==> config.mk <==
export PLATFORM = sky130hd
export DESIGN_NAME = center_lock_detector_flat
export DESIGN_NICKNAME = d
export VERILOG_FILES = /design/src/rtl/center_lock_detector_if.sv /design/src/rtl/center_lock_detector.sv /design/src/flat_wrapper.sv
export SDC_FILE = /design/constraint.sdc
export NUM_CORES = 1
export LEC_CHECK = 0
export CAP_MARGIN = 20
export CORE_MARGIN = 4
export CORE_UTILIZATION = 28
export DETAILED_ROUTE_END_ITERATION = 10
export PLACE_DENSITY = 0.47
export SYNTH_ARGS = -nofsm -noshare
export SYNTH_HDL_FRONTEND = slang
export SYNTH_SLANG_ARGS = --single-unit
==> constraint.sdc <==
create_clock -name clk -period 11.6 [get_ports clk]
set_input_delay 1.74 -clock clk [delete_from_list [all_inputs] [get_ports clk]]
set_output_delay 1.74 -clock clk [all_outputs]
set_load 0.05 [all_outputs]
==> src/rtl/center_lock_detector_if.sv <==
// center_lock_detector_if
// Event channel between the lock detector and the host. The detector drives
// the head of its event queue; the host answers with ev_ready.
//   ev_valid  head entry present
//   ev_ready  host accepts the head entry this cycle
//   ev_x      event X coordinate
//   ev_y      event Y coordinate
//   ev_lock   1 = lock event, 0 = unlock event
// Modports: master = event producer (detector), slave = event consumer (host).
interface center_lock_detector_if;
  logic       ev_valid;
  logic       ev_ready;
  logic [7:0] ev_x;
  logic [7:0] ev_y;
  logic       ev_lock;

  modport master (
    output ev_valid,
    output ev_x,
    output ev_y,
    output ev_lock,
    input  ev_ready
  );

  modport slave (
    input  ev_valid,
    input  ev_x,
    input  ev_y,
    input  ev_lock,
    output ev_ready
  );
endinterface

==> src/rtl/center_lock_detector.sv <==
// center_lock_detector
// Watches the centroid stream from the gravity-center stage and declares a
// lock once the centroid stays within +/-TOL of a reference point for HOLD
// consecutive samples (reference sample included). Lock and unlock events are
// queued in a small first-word-fall-through FIFO drained by the host.
// Ports:
//   clk       clock, rising edge
//   rst       asynchronous active-high reset
//   in_valid  centroid sample valid
//   in_x/in_y centroid coordinates
//   locked    registered lock status
//   overflow  sticky flag: an event was dropped because the queue was full
//   ev        event channel (center_lock_detector_if.master)
// Parameters: TOL (0..255), HOLD (2..15), DEPTH (power of 2, 2..16).
// Optional build macro: CENTER_LOCK_ZERO_IGNORE_EN -- when defined, (0,0)
// samples are ignored as if in_valid were low.
module center_lock_detector #(
  parameter int TOL   = 2,
  parameter int HOLD  = 4,
  parameter int DEPTH = 4
) (
  input  logic                    clk,
  input  logic                    rst,
  input  logic                    in_valid,
  input  logic [7:0]              in_x,
  input  logic [7:0]              in_y,
  output logic                    locked,
  output logic                    overflow,
  center_lock_detector_if.master  ev
);

  localparam int AW = (DEPTH > 1) ? $clog2(DEPTH) : 1;
  localparam int CW = $clog2(DEPTH + 1);
  localparam logic [8:0]    TOL_V    = 9'(TOL);
  localparam logic [4:0]    HOLD_V   = 5'(HOLD);
  localparam logic [3:0]    HOLD_CNT = 4'(HOLD);
  localparam logic [CW-1:0] FULL_CNT = CW'(DEPTH);

  typedef enum logic [1:0] {IDLE, TRACK, LOCKED} state_t;

  state_t      state;
  logic [7:0]  ref_x;
  logic [7:0]  ref_y;
  logic [3:0]  cnt;

  logic        sample;
  logic [8:0]  diff_x;
  logic [8:0]  diff_y;
  logic [8:0]  dx;
  logic [8:0]  dy;
  logic        in_tol;
  logic        hold_reached;

  logic        push;
  logic [16:0] push_entry;

  logic [16:0]   mem [DEPTH];
  logic [AW-1:0] wr_ptr;
  logic [AW-1:0] rd_ptr;
  logic [CW-1:0] count;
  logic          empty;
  logic          full;
  logic          pop;
  logic          do_push;

  // The upstream zero-weight output reports (0,0); it must neither build nor
  // break a lock, so it is filtered out before the tracker sees it.
`ifdef CENTER_LOCK_ZERO_IGNORE_EN
  assign sample = in_valid && !((in_x == 8'd0) && (in_y == 8'd0));
`else
  assign sample = in_valid;
`endif

  // 9-bit subtraction keeps the sign so the absolute value never wraps.
  assign diff_x = {1'b0, in_x} - {1'b0, ref_x};
  assign diff_y = {1'b0, in_y} - {1'b0, ref_y};
  assign dx     = diff_x[8] ? (9'd0 - diff_x) : diff_x;
  assign dy     = diff_y[8] ? (9'd0 - diff_y) : diff_y;
  assign in_tol = (dx <= TOL_V) && (dy <= TOL_V);

  assign hold_reached = (({1'b0, cnt}) + 5'd1) == HOLD_V;

  // Event generation mirrors the lock/unlock transitions of the tracker so
  // the queue write lands on the same edge as the locked change.
  always_comb begin
    push       = 1'b0;
    push_entry = '0;
    if (sample) begin
      if ((state == TRACK) && in_tol && hold_reached) begin
        push       = 1'b1;
        push_entry = {ref_x, ref_y, 1'b1};
      end else if ((state == LOCKED) && !in_tol) begin
        push       = 1'b1;
        push_entry = {in_x, in_y, 1'b0};
      end
    end
  end

  // Tracker FSM. The reference is frozen once locked; a departure reseeds it
  // from the offending sample so tracking restarts there.
  always_ff @(posedge clk or posedge rst) begin
    if (rst) begin
      state  <= IDLE;
      ref_x  <= 8'd0;
      ref_y  <= 8'd0;
      cnt    <= 4'd0;
      locked <= 1'b0;
    end else if (sample) begin
      case (state)
        IDLE: begin
          ref_x <= in_x;
          ref_y <= in_y;
          cnt   <= 4'd1;
          state <= TRACK;
        end
        TRACK: begin
          if (in_tol) begin
            if (hold_reached) begin
              state  <= LOCKED;
              locked <= 1'b1;
              cnt    <= HOLD_CNT;
            end else begin
              cnt <= cnt + 4'd1;
            end
          end else begin
            ref_x <= in_x;
            ref_y <= in_y;
            cnt   <= 4'd1;
          end
        end
        LOCKED: begin
          if (!in_tol) begin
            state  <= TRACK;
            locked <= 1'b0;
            ref_x  <= in_x;
            ref_y  <= in_y;
            cnt    <= 4'd1;
          end
        end
        default: state <= IDLE;
      endcase
    end
  end

  assign empty   = (count == '0);
  assign full    = (count == FULL_CNT);
  assign pop     = !empty && ev.ev_ready;
  assign do_push = push && (!full || pop);

  // Storage needs no reset: the head is masked to zero whenever count is 0.
  always_ff @(posedge clk) begin
    if (do_push) begin
      mem[wr_ptr] <= push_entry;
    end
  end

  always_ff @(posedge clk or posedge rst) begin
    if (rst) begin
      wr_ptr   <= '0;
      rd_ptr   <= '0;
      count    <= '0;
      overflow <= 1'b0;
    end else begin
      if (do_push) begin
        wr_ptr <= wr_ptr + AW'(1);
      end
      if (pop) begin
        rd_ptr <= rd_ptr + AW'(1);
      end
      if (do_push && !pop) begin
        count <= count + CW'(1);
      end else if (pop && !do_push) begin
        count <= count - CW'(1);
      end
      if (push && full && !pop) begin
        overflow <= 1'b1;
      end
    end
  end

  assign ev.ev_valid = !empty;
  assign {ev.ev_x, ev.ev_y, ev.ev_lock} = empty ? 17'd0 : mem[rd_ptr];

endmodule

==> src/flat_wrapper.sv <==
// flat-port wrapper written by rule: the top's interface ports become plain ports
module center_lock_detector_flat 
#(
  parameter int TOL   = 2,
  parameter int HOLD  = 4,
  parameter int DEPTH = 4
)
  (clk, rst, in_valid, in_x, in_y, locked, overflow, ev_ev_valid, ev_ev_x, ev_ev_y, ev_ev_lock, ev_ev_ready);
  center_lock_detector_if ev_i ();
  input  logic clk;
  input  logic rst;
  input  logic in_valid;
  input  logic [7:0] in_x;
  input  logic [7:0] in_y;
  output logic locked;
  output logic overflow;
  output wire logic [$bits(ev_i.ev_valid)-1:0] ev_ev_valid;
  output wire logic [$bits(ev_i.ev_x)-1:0] ev_ev_x;
  output wire logic [$bits(ev_i.ev_y)-1:0] ev_ev_y;
  output wire logic [$bits(ev_i.ev_lock)-1:0] ev_ev_lock;
  input wire logic [$bits(ev_i.ev_ready)-1:0] ev_ev_ready;
  assign ev_ev_valid = ev_i.ev_valid;
  assign ev_ev_x = ev_i.ev_x;
  assign ev_ev_y = ev_i.ev_y;
  assign ev_ev_lock = ev_i.ev_lock;
  assign ev_i.ev_ready = ev_ev_ready;
  center_lock_detector #(.TOL(TOL), .HOLD(HOLD), .DEPTH(DEPTH)) u_core (.clk(clk), .rst(rst), .in_valid(in_valid), .in_x(in_x), .in_y(in_y), .locked(locked), .overflow(overflow), .ev(ev_i));
endmodule
==> summary.txt, run 1 <==
Final layout
  – Fraction of layout cells with a size suffix above 1: 15.3%
  – FILL cells: 1,987
  – Final std cells w/o fill: 780
  – Multi-input logic area: 0.00279 sq mm
  – Final Util: 33.3%
  – Nets: 554
  – Fin area: 0.00677 sq mm
  – Register Area: 0.00282 sq mm
  – Area delta synth->final: 16.3%
  – Ant diodes: 0

Setup path
  – Worst Path Arrival: 6070 ps
  – R2r worst-path depth: 12
  – Reg2reg end: u_core.mem[1][5]
  – Slowest stage delay, CP: 770 ps
  – Worst reg2reg path startpoint: u_core.ref_x[0]
  – CP required: 11,570 ps
  – Critical path peak fanout: 17
  – Family with the most delay on the worst path: simple AND/OR/NAND/NOR gates
  – CP most frequent cell: inv_1
  – Crit-path slowest cell: nor2_2
  – Crit path buffers/inverters: 3
  – CP Launch Type: input pin
  – CP endpoint kind: flop
  – CP Cell Sequence: clkdlybuf4s50_1 -> inv_1 -> ha_1 -> inv_1 -> fa_1 -> a211oi_2 -> nor2b_1 -> o311ai_1 -> a41oi_1 -> o22ai_1 -> nand3_2 -> nor3_4 -> mux2_4 -> nor2_2
  – CP Class: in -> reg
  – Worst R2R Setup Slack: 7010 ps

Floorplanning
  – Num rows: 52
  – Core area: 0.0204 sq mm
  – I/O pins: 40
  – Initial Util: 28.6%
  – Die area: 0.0232 sq mm
  – Die Y: 152 um
  – Die width: 152 um

Clocking
  – Clock-pin slew on the worst setup and hold paths: 70 ps
  – CTS Buffer Depth: 2
  – Clock sinks: 99
  – CTS tree: built
  – Clock latency at the later pin of the worst-skew pair: 350 ps
  – Post-CTS Setup Inserts: 0
  – Post-CTS Hold Buffers: 0
  – CTS Buf Count: 9
  – Clock Tree Root: clkbuf_16
  – CTS resizes: 0
  – H-tree depth: 3

Detailed routing
  – Antenna-violating nets left: 0
  – Via density per instance: 4.90
  – Via count: 3,824
  – Number of detailed-route iterations in the first pass: 4
  – WL final: 12.8 mm
  – DR DRC count: 0
  – DR WL/cell: 16.3 um
  – Iter 0 DRT Violations: 231

STA
  – RSZ-0062 raised after global routing: no
  – Period utilization: 52.6%
  – Final min period: 6100 ps
  – Setup TNS: 0 ps
  – Worst Skew: 10.2 ps
  – Final Hold Viols: 0
  – Max Fclk: 164 MHz
  – WHS: 465 ps
  – Fin. max-slew vios: 0
  – Slew headroom: 26.2%
  – Measured slew at the worst slew-check pin: 1100 ps
  – Final setup vio count: 0

Logic synthesis
  – Area share of the largest cell type after synthesis: 35.1%
  – Main synth FF type: edfxtp_1
  – Average size of a mapped cell: 12.5 sq um
  – Top cells by area, synth: edfxtp_1, dfrtp_1, mux4_2
  – Netlist cell types: 78
  – List of most frequent post-synthesis cells: edfxtp_1, inv_1, dfrtp_1
  – Post-synth top area cell: edfxtp_1
  – FF+latch count, synth: 99
  – Seq/Total Area, Yosys: 48.4%
  – Mapped Nets: 516
  – Post-synth EDFFs: 68
  – Async SR Flop Fraction: 31.3%
  – Most frequent cell after synthesis: edfxtp_1
  – Synth Warn #: 0
  – Cells after synthesis: 467
  – Cell Area, Synth: 0.00583 sq mm

Pwr
  – Leak: 2.67 nW
  – Max IR drop VDD: 0.0507 mV
  – P per Cell Area: 213 mW/mm^2

Placed design
  – Dpl cells: 764
  – Port Buffers: 39
  – Final Wtd Congestion: 0.859
  – Hpwl dp: 9.38 mm
  – Placed Area: 0.00650 sq mm

Worst hold path
  – Hold Path Sink: u_core.overflow
  – Hold Path Origin: u_core.overflow
  – Worst Hold Depth: 1
  – Min-Delay Path Class: reg -> reg

GRT
  – Initial antenna violation count: 0
  – GR Util All Layers: 11.2%
  – Global-route wire length before repair: 21.3 mm
  – Number of global-route vias before repair: 3,906
  – Total global routing overflow: 0
  – Largest net degree at the start of global routing: 32

Flow run
  – Max-Cap Viols: 0

Status
  – Outcome: finished, final reports clean
flip-flops by register name (all words and copies together), names as in the netlist:
name             flops
u_core.count         3
u_core.ref_x         8
u_core.mem          68
u_core.locked        1
u_core.overflow      1
u_core.rd_ptr        2
u_core.ref_y         8
u_core.state         2
u_core.cnt           4
u_core.wr_ptr        2
cell usage in the layout, fill, tap and decap left out, types with 6 or more instances in the layout:
master | synthesis | layout
a21oi_1 | 17 | 17
a22o_1 | 19 | 19
and2_1 | 20 | 20
clkbuf_16 | 0 | 9
clkdlybuf4s50_1 | 0 | 39
dfrtp_1 | 31 | 31
edfxtp_1 | 68 | 68
ha_1 | 26 | 26
inv_1 | 39 | 39
mux2_2 | 8 | 8
mux2_4 | 11 | 11
mux4_2 | 17 | 17
nand2_1 | 19 | 19
nand3_1 | 11 | 11
nor2_1 | 22 | 18
nor3_1 | 9 | 9
nor3b_1 | 7 | 7
nor4_1 | 6 | 6
o21ai_0 | 12 | 12
xnor2_1 | 11 | 11
metal layers:
metal  up-vias  track usage (%)  part of all wire [%]
met5         -                0                     0
met4         0             4.41                   1.9
met3        16             1.51                   3.5
met2        68             18.6                    48
met1      1885             15.0                    47
li1       1855                -                     -
through the flow:
step | setup slack [ps] | power (mW)
finish | 5500 | 1.44
global route | 5110 | 1.55
CTS | 5420 | 1.46
detailed placement | 5080 | 1.18
global placement | 5240 | 1.17
floorplan | 6080 | 1.03
cell type report:
cell class	count	share of cell area, %
clock inverters	5	0.517
repair buffers	41	5.99
well taps	270	4.99
clock buffers	11	3.44
multi-input cells	314	41.3
flip-flops and latches	99	41.6
inverters	40	2.22
cells by family after synthesis:
logic type | count (synthesis) | share of synthesized area, %
adder cells (fa/ha/maj) | 29 | 6.62
multiplexers | 38 | 11.3
buffers and inverters | 54 | 3.84
AND/OR/NAND/NOR | 127 | 13.1
XOR/XNOR | 16 | 2.41
AO/OA/AOI/OAI | 104 | 14.3
flip-flops | 99 | 48.4
worst max-delay path by stage:
| stage | from | end | slack (ps) | depth (start not counted) |
|---|---|---|---|---|
| floorplan | in_x[0] | u_core.mem[0][0] | 6080 | 12 |
| global placement | in_x[0] | u_core.mem[0][12] | 5240 | 14 |
| detailed placement | in_x[0] | u_core.mem[2][13] | 5080 | 14 |
| CTS | in_x[0] | u_core.mem[2][10] | 5420 | 14 |
| global route | in_x[0] | u_core.mem[1][0] | 5110 | 13 |
| finish | in_x[0] | u_core.mem[1][5] | 5500 | 14 |
power by group:
part           switching (mW)  internal [mW]
sequential             0.0421          0.409
combinational           0.414          0.302
clock                   0.130          0.146
total                   0.586          0.858
Note: power is estimated with default switching activity, not from simulation.
==> inputs of run 2 (changes only) <==
Settings changed: PLACE_DENSITY 0.47 to 0.48.
Clock period 11.6 ns to 5 ns, I/O delays scaled along.
==> run 2 against run 1 <==
Sequential power grew 130%. Combinational power grew 150%. Power up 140%. Cell count increased by 2.8%. Clock-buffer cell count shrank 1. Critical path depth up 6. Core utilization is 1.3 points higher. Non-clock buffer count increased by 22. Sequential share of layout area is 1.6 points lower. Clock skew grew 5.2 ps. Clock power rose to 2.6 times the previous value. Critical path type unchanged. Critical endpoint is now u_core.count[2]. Largest cell class unchanged. Highest routed layer unchanged.
==> summary.txt, run 2 (synthesis gave the netlist of run 1 again) <==
Status
  – Outcome: finished, final reports clean (unchanged)

Detailed routing
  – WL final: 13.4 mm (was 12.8 mm)
  – Number of detailed-route iterations in the first pass: 6 (was 4)
  – DR DRC count: 0 (unchanged)
  – Iter 0 DRT Violations: 208 (was 231)
  – Antenna-violating nets left: 0 (unchanged)
  – Via density per instance: 4.87 (was 4.90)
  – DR WL/cell: 16.7 um (was 16.3 um)
  – Via count: 3,906 (was 3,824)

Pwr
  – Part of the power in registers: 29.8% (was 31.3%)
  – Leak: 2.82 nW (was 2.67 nW)
  – Clock Power Share: 20.2% (was 19.2%)
  – Pwr Total: 3.52 mW (was 1.44 mW)
  – NetSw: 1.39 mW (was 586 uW)
  – Max IR drop VDD: 0.157 mV (was 0.0507 mV)
  – Combinational share of power: 50.0% (was 49.6%)
  – P per Cell Area: 499 mW/mm^2 (was 213 mW/mm^2)
  – Internal power: 2.12 mW (was 858 uW)
  – Sw Ratio: 39.6% (was 40.6%)

Setup path
  – CP required: 5270 ps (was 11,570 ps)
  – CP Class: in -> reg (unchanged)
  – Worst Path Arrival: 4970 ps (was 6070 ps)
  – CP Launch Type: input pin (unchanged)
  – Worst R2R Setup Slack: 870 ps (was 7010 ps)
  – CP endpoint kind: flop (unchanged)
  – Critical path peak fanout: 5 (was 17)

Placed design
  – Setup slack at placement: -102 ps (was 5080 ps)
  – Port Buffers: 39 (unchanged)
  – Dpl cells: 786 (was 764)
  – Hpwl dp: 9.95 mm (was 9.38 mm)
  – Final Wtd Congestion: 0.809 (was 0.859)

STA
  – RSZ-0062 raised after global routing: no (unchanged)
  – Final setup vio count: 0 (unchanged)
  – Final worst setup slack: 300 ps (was 5500 ps)
  – Final min period: 4700 ps
  – Fin. max-slew vios: 0 (unchanged)
  – Final Hold Viols: 0 (unchanged)
  – Worst Skew: 15.4 ps (was 10.2 ps)
  – Period utilization: 94.0%
  – Max Fclk: 213 MHz
  – WHS: 493 ps (was 465 ps)
  – Slew headroom: 44.4% (was 26.2%)
  – Measured slew at the worst slew-check pin: 833 ps (was 1100 ps)

Floorplanning
  – Die Y: 152 um (unchanged)
  – I/O pins: 40 (unchanged)
  – Die width: 152 um (unchanged)
  – Die area: 0.0232 sq mm (unchanged)
  – Initial Util: 28.6% (unchanged)
  – Core area: 0.0204 sq mm (unchanged)
  – Num rows: 52 (unchanged)

GRT
  – Global-route wire length before repair: 21.7 mm (was 21.3 mm)
  – Largest net degree at the start of global routing: 32 (unchanged)
  – Total global routing overflow: 0 (unchanged)
  – Initial antenna violation count: 0 (unchanged)
  – GR Util All Layers: 11.7% (was 11.2%)
  – Number of global-route vias before repair: 4,025 (was 3,906)

Final layout
  – Most frequent cells in the layout: edfxtp_1, inv_1, clkdlybuf4s50_1 (unchanged)
  – Fraction of layout cells with a size suffix above 1: 18.6% (was 15.3%)
  – Final std cells w/o fill: 802 (was 780)
  – FILL cells: 1,962 (was 1,987)
  – Largest regs: u_core.mem: 68 flops, u_core.ref_x: 8 flops, u_core.ref_y: 8 flops (unchanged)
  – Biggest register: u_core.mem (unchanged)
  – Number of flip-flops in the largest register: 68 (unchanged)
  – Area delta synth->final: 20.9% (was 16.3%)
  – Most common cell after layout, fill and taps aside: edfxtp_1 (unchanged)
  – Ant diodes: 0 (unchanged)
  – Nets: 576 (was 554)

Flow run
  – Max-Cap Viols: 0 (unchanged)

Worst hold path
  – Min-Delay Path Class: reg -> reg (unchanged)

Clocking
  – CTS Buffer Depth: 2 (unchanged)
  – CTS tree: built (unchanged)
  – Post-CTS Hold Buffers: 0 (unchanged)
  – Clock latency at the later pin of the worst-skew pair: 350 ps (about the same)
  – H-tree depth: 3 (unchanged)
  – Clock Tree Root: clkbuf_16 (unchanged)
  – Clock sinks: 99 (unchanged)
  – CTS Buf Count: 9 (unchanged)
  – Clock-pin slew on the worst setup and hold paths: 70 ps (about the same)
-- run 2: cell count changes in the layout (fill, tap and decap cells not counted), sizes merged --
cell / delta
buf: +22
bufinv: +1
clkbuf: -1
clkinvlp: -1
inv: +1
-- run 2: cell type report --
cell class                      instances  area [sq um]  area share [%]
Sequential cell                        99          2820            40.0
Clock inverter                          6          71.3            1.01
Tap cell                              270           338            4.80
Inverter                               40           150            2.13
Timing Repair Buffer                   63           633            8.99
Multi-Input combinational cell        314          2800            39.8
Clock buffer                           10           229            3.25
-- run 2: final timing paths --
path	start	to	depth (start not counted)
setup reg to reg	u_core.ref_x[0]	u_core.count[2]	18
max in group asynchronous	rst	u_core.ref_x[1]	3
setup / recovery	in_y[0]	u_core.count[2]	20
hold reg to reg	u_core.rd_ptr[0]	u_core.rd_ptr[0]	1
min in group asynchronous	rst	u_core.wr_ptr[0]	3
hold / removal	u_core.rd_ptr[0]	u_core.rd_ptr[0]	1
-- run 2: repair_timing --
item / CTS / global route
setup endpoints to repair: 0 / 2
setup buffers: 0 / 0
gates resized for setup: 0 / 3
-- run 2: critical path: stages --
cell and delay, ps:
clkdlybuf4s50_1 470, inv_1 80, ha_1 180, inv_1 60
fa_1 490, a211oi_2 290, o31ai_2 120, o21a_2 170
o31a_1 320, a211oi_2 300, nand4b_4 160, nor3_4 180
mux2_4 320, inv_1 60, ha_1 170, inv_1 60
fa_1 380, xor2_1 170, nor2_1 110, xnor2_1 130
-- run 2: power by group through the flow --
| stage | logic (mW) | clock network, mW | registers (mW) |
|---|---|---|---|
| after floorplan | 1.34 | 0 | 1.01 |
| after global placement | 1.74 | 0 | 1.06 |
| after detailed placement | 1.74 | 0 | 1.07 |
| after CTS | 1.75 | 0.731 | 1.05 |
| after global routing | 1.94 | 0.767 | 1.06 |
| final | 1.76 | 0.711 | 1.05 |
-- run 2: metrics by stage --
stage          cell area, sq um  TNS (ps)  util [%]
2_1_floorplan              5830         0         -
3_3_place_gp               6720         0      33.0
3_5_place_dp               6720      -170      33.0
4_1_cts                    7020         0      34.5
5_1_grt                    7040         0      34.6
6_report                   7040         0      34.6
-- run 2: metal layers --
layer	wire [um]	part of all wire [%]	GRT usage, %	vias up
li1	-	-	-	1901
met1	6140	46	15.1	1939
met2	6760	51	20.3	57
met3	337	2.5	2.04	9
met4	127	0.95	3.04	0
met5	0	0	0	-
==> inputs of run 3 (changes only) <==
Settings changed: GPL_ROUTABILITY_DRIVEN set to 0.
==> run 3 against run 2 <==
Sequential power hardly changed. First-iteration DRC count is 26% lower. Combinational power is 4% lower. Register-to-register slack better by 20 ps. Non-clock buffer count is 3 lower. Clock power is 7.3% lower. Final area is 1.0% lower. Critical path type unchanged. Highest routed layer unchanged.
==> summary.txt, run 3 (synthesis gave the netlist of run 1 again) <==
STA
  – Fin. max-slew vios: 0 (unchanged)
  – Final setup vio count: 0 (unchanged)
  – Final min period: 4680 ps (was 4700 ps)
  – Measured slew at the worst slew-check pin: 899 ps (was 833 ps)
  – Max Fclk: 214 MHz (was 213 MHz)
  – Setup TNS: 0 ps (unchanged)
  – Final Hold Viols: 0 (unchanged)
  – RSZ-0062 raised after global routing: no (unchanged)
  – Slew headroom: 40.1% (was 44.4%)
  – WHS: 478 ps (was 493 ps)
  – Period utilization: 93.7% (was 94.0%)
  – Worst Skew: 9.78 ps (was 15.4 ps)

Floorplanning
  – Die area: 0.0232 sq mm (unchanged)
  – Num rows: 52 (unchanged)
  – Core area: 0.0204 sq mm (unchanged)
  – Die Y: 152 um (unchanged)
  – Initial Util: 28.6% (unchanged)
  – Die width: 152 um (unchanged)
  – I/O pins: 40 (unchanged)

Final layout
  – Most common cell after layout, fill and taps aside: edfxtp_1 (unchanged)
  – Area delta synth->final: 19.7% (was 20.9%)
  – Number of flip-flops in the largest register: 68 (unchanged)
  – Fraction of layout cells with a size suffix above 1: 17.8% (was 18.6%)
  – Biggest register: u_core.mem (unchanged)
  – Ant diodes: 0 (unchanged)
  – Fin area: 0.00697 sq mm (was 0.00704 sq mm)
  – Most frequent cells in the layout: edfxtp_1, inv_1, clkdlybuf4s50_1 (unchanged)
  – Nets: 573 (was 576)
  – Largest regs: u_core.mem: 68 flops, u_core.ref_x: 8 flops, u_core.ref_y: 8 flops (unchanged)

Clocking
  – CTS Buf Count: 9 (unchanged)
  – H-tree depth: 3 (unchanged)
  – Clock latency at the later pin of the worst-skew pair: 340 ps (was 350 ps)
  – Post-CTS Hold Buffers: 0 (unchanged)
  – Clock-pin slew on the worst setup and hold paths: 70 ps (about the same)
  – CTS resizes: 0 (unchanged)
  – CTS Buffer Depth: 2 (unchanged)
  – Clock Tree Root: clkbuf_16 (unchanged)
  – Post-CTS Setup Inserts: 0 (unchanged)
  – Clock sinks: 99 (unchanged)
  – CTS tree: built (unchanged)

Pwr
  – Sw Ratio: 40.0% (was 39.6%)
  – Clock Power Share: 19.4% (was 20.2%)
  – Max IR drop VDD: 0.155 mV (was 0.157 mV)
  – NetSw: 1.36 mW (was 1.39 mW)
  – Pwr Total: 3.40 mW (was 3.52 mW)
  – P per Cell Area: 488 mW/mm^2 (was 499 mW/mm^2)
  – Part of the power in registers: 31.0% (was 29.8%)
  – Leak: 2.79 nW (was 2.82 nW)
  – Combinational share of power: 49.6% (was 50.0%)
  – Internal power: 2.04 mW (was 2.12 mW)

GRT
  – Number of global-route vias before repair: 4,012 (was 4,025)
  – Total global routing overflow: 0 (unchanged)
  – Largest net degree at the start of global routing: 32 (unchanged)
  – GR Util All Layers: 11.4% (was 11.7%)
  – Initial antenna violation count: 0 (unchanged)
  – Global-route wire length before repair: 21.4 mm (was 21.7 mm)

Detailed routing
  – Antenna-violating nets left: 0 (unchanged)
  – Via density per instance: 4.80 (was 4.87)
  – Number of detailed-route iterations in the first pass: 4 (was 6)
  – DR DRC count: 0 (unchanged)
  – Iter 0 DRT Violations: 153 (was 208)
  – Via count: 3,835 (was 3,906)
  – WL final: 13.0 mm (was 13.4 mm)
  – DR WL/cell: 16.3 um (was 16.7 um)

Setup path
  – CP endpoint kind: flop (unchanged)
  – Worst Path Arrival: 4950 ps (was 4970 ps)
  – R2r worst-path depth: 17 (was 18)
  – CP required: 5270 ps (about the same)
  – Critical path peak fanout: 5 (unchanged)
  – CP Launch Type: input pin (unchanged)
  – CP Class: in -> reg (unchanged)

Flow run
  – Max-Cap Viols: 0 (unchanged)

Status
  – Outcome: finished, final reports clean (unchanged)

Worst hold path
  – Worst Hold Depth: 1 (unchanged)
  – Min-Delay Path Class: reg -> reg (unchanged)

Placed design
  – Hpwl dp: 9.86 mm (was 9.95 mm)
  – Placed Area: 0.00669 sq mm (was 0.00672 sq mm)
  – Port Buffers: 39 (unchanged)
run 3: cell types whose count changed in the layout (fill, tap and decap cells not counted), sizes merged:
| cell | previous run | this run |
|---|---|---|
| buf | 24 | 21 |
| clkinvlp | 0 | 2 |
| bufinv | 1 | 0 |
| clkbuf | 10 | 9 |
run 3: metal layers:
layer | vias to the layer above | GRT usage, % | wire length [um]
met5 | - | 0 | 0
met4 | 0 | 3.17 | 140
met3 | 7 | 2.16 | 251
met2 | 36 | 19.8 | 6460
met1 | 1899 | 14.6 | 6150
li1 | 1893 | - | -
run 3: through the flow:
step | utilization (%) | setup slack, ps | cells
final | 34.2 | 317 | 799
after CTS | 34.2 | 361 | 799
after global routing | 34.2 | 53.4 | 799
after floorplan | - | 469 | 467
after detailed placement | 32.8 | -2.83 | 783
after global placement | 32.8 | 86.6 | 783
run 3: cell type report:
class | count | area (sq um)
inverter | 40 | 150
clock buffer | 9 | 225
timing repair buffer | 60 | 598
sequential | 99 | 2820
tap | 270 | 338
clock inverter | 7 | 58.8
multi-input combinational | 314 | 2780
fill | 2009 | 13400
run 3: path summary, 6_finish.rpt:
| kind | start | to | slack [ps] |
|---|---|---|---|
| setup / recovery | in_y[0] | u_core.count[2] | 320 |
| hold / removal | u_core.overflow | u_core.overflow | 480 |
| setup reg to reg | u_core.ref_x[0] | u_core.count[2] | 890 |
| hold reg to reg | u_core.overflow | u_core.overflow | 480 |
| max in group asynchronous | rst | u_core.ref_x[1] | 3880 |
| min in group asynchronous | rst | u_core.overflow | 800 |
run 3: power by group through the flow:
stage | combinational (mW) | sequential (mW) | clock (mW)
floorplan | 1.34 | 1.01 | 0
finish | 1.69 | 1.06 | 0.659
CTS | 1.70 | 1.06 | 0.686
global route | 1.87 | 1.07 | 0.721
detailed placement | 1.69 | 1.08 | 0
global placement | 1.67 | 1.07 | 0
run 3: critical path, stage by stage:
cell             delay [ps]
clkdlybuf4s50_1         470
inv_1                    90
ha_1                    170
inv_1                    60
fa_1                    460
a211oi_2                280
o31ai_2                 120
o21ai_1                 250
o311ai_1                170
nor3_1                  370
nor3_2                  130
nor3_4                  240
mux2_4                  320
inv_1                    60
ha_1                    170
inv_1                    60
fa_1                    380
xor2_1                  170
nor2_1                  110
xnor2_1                 120
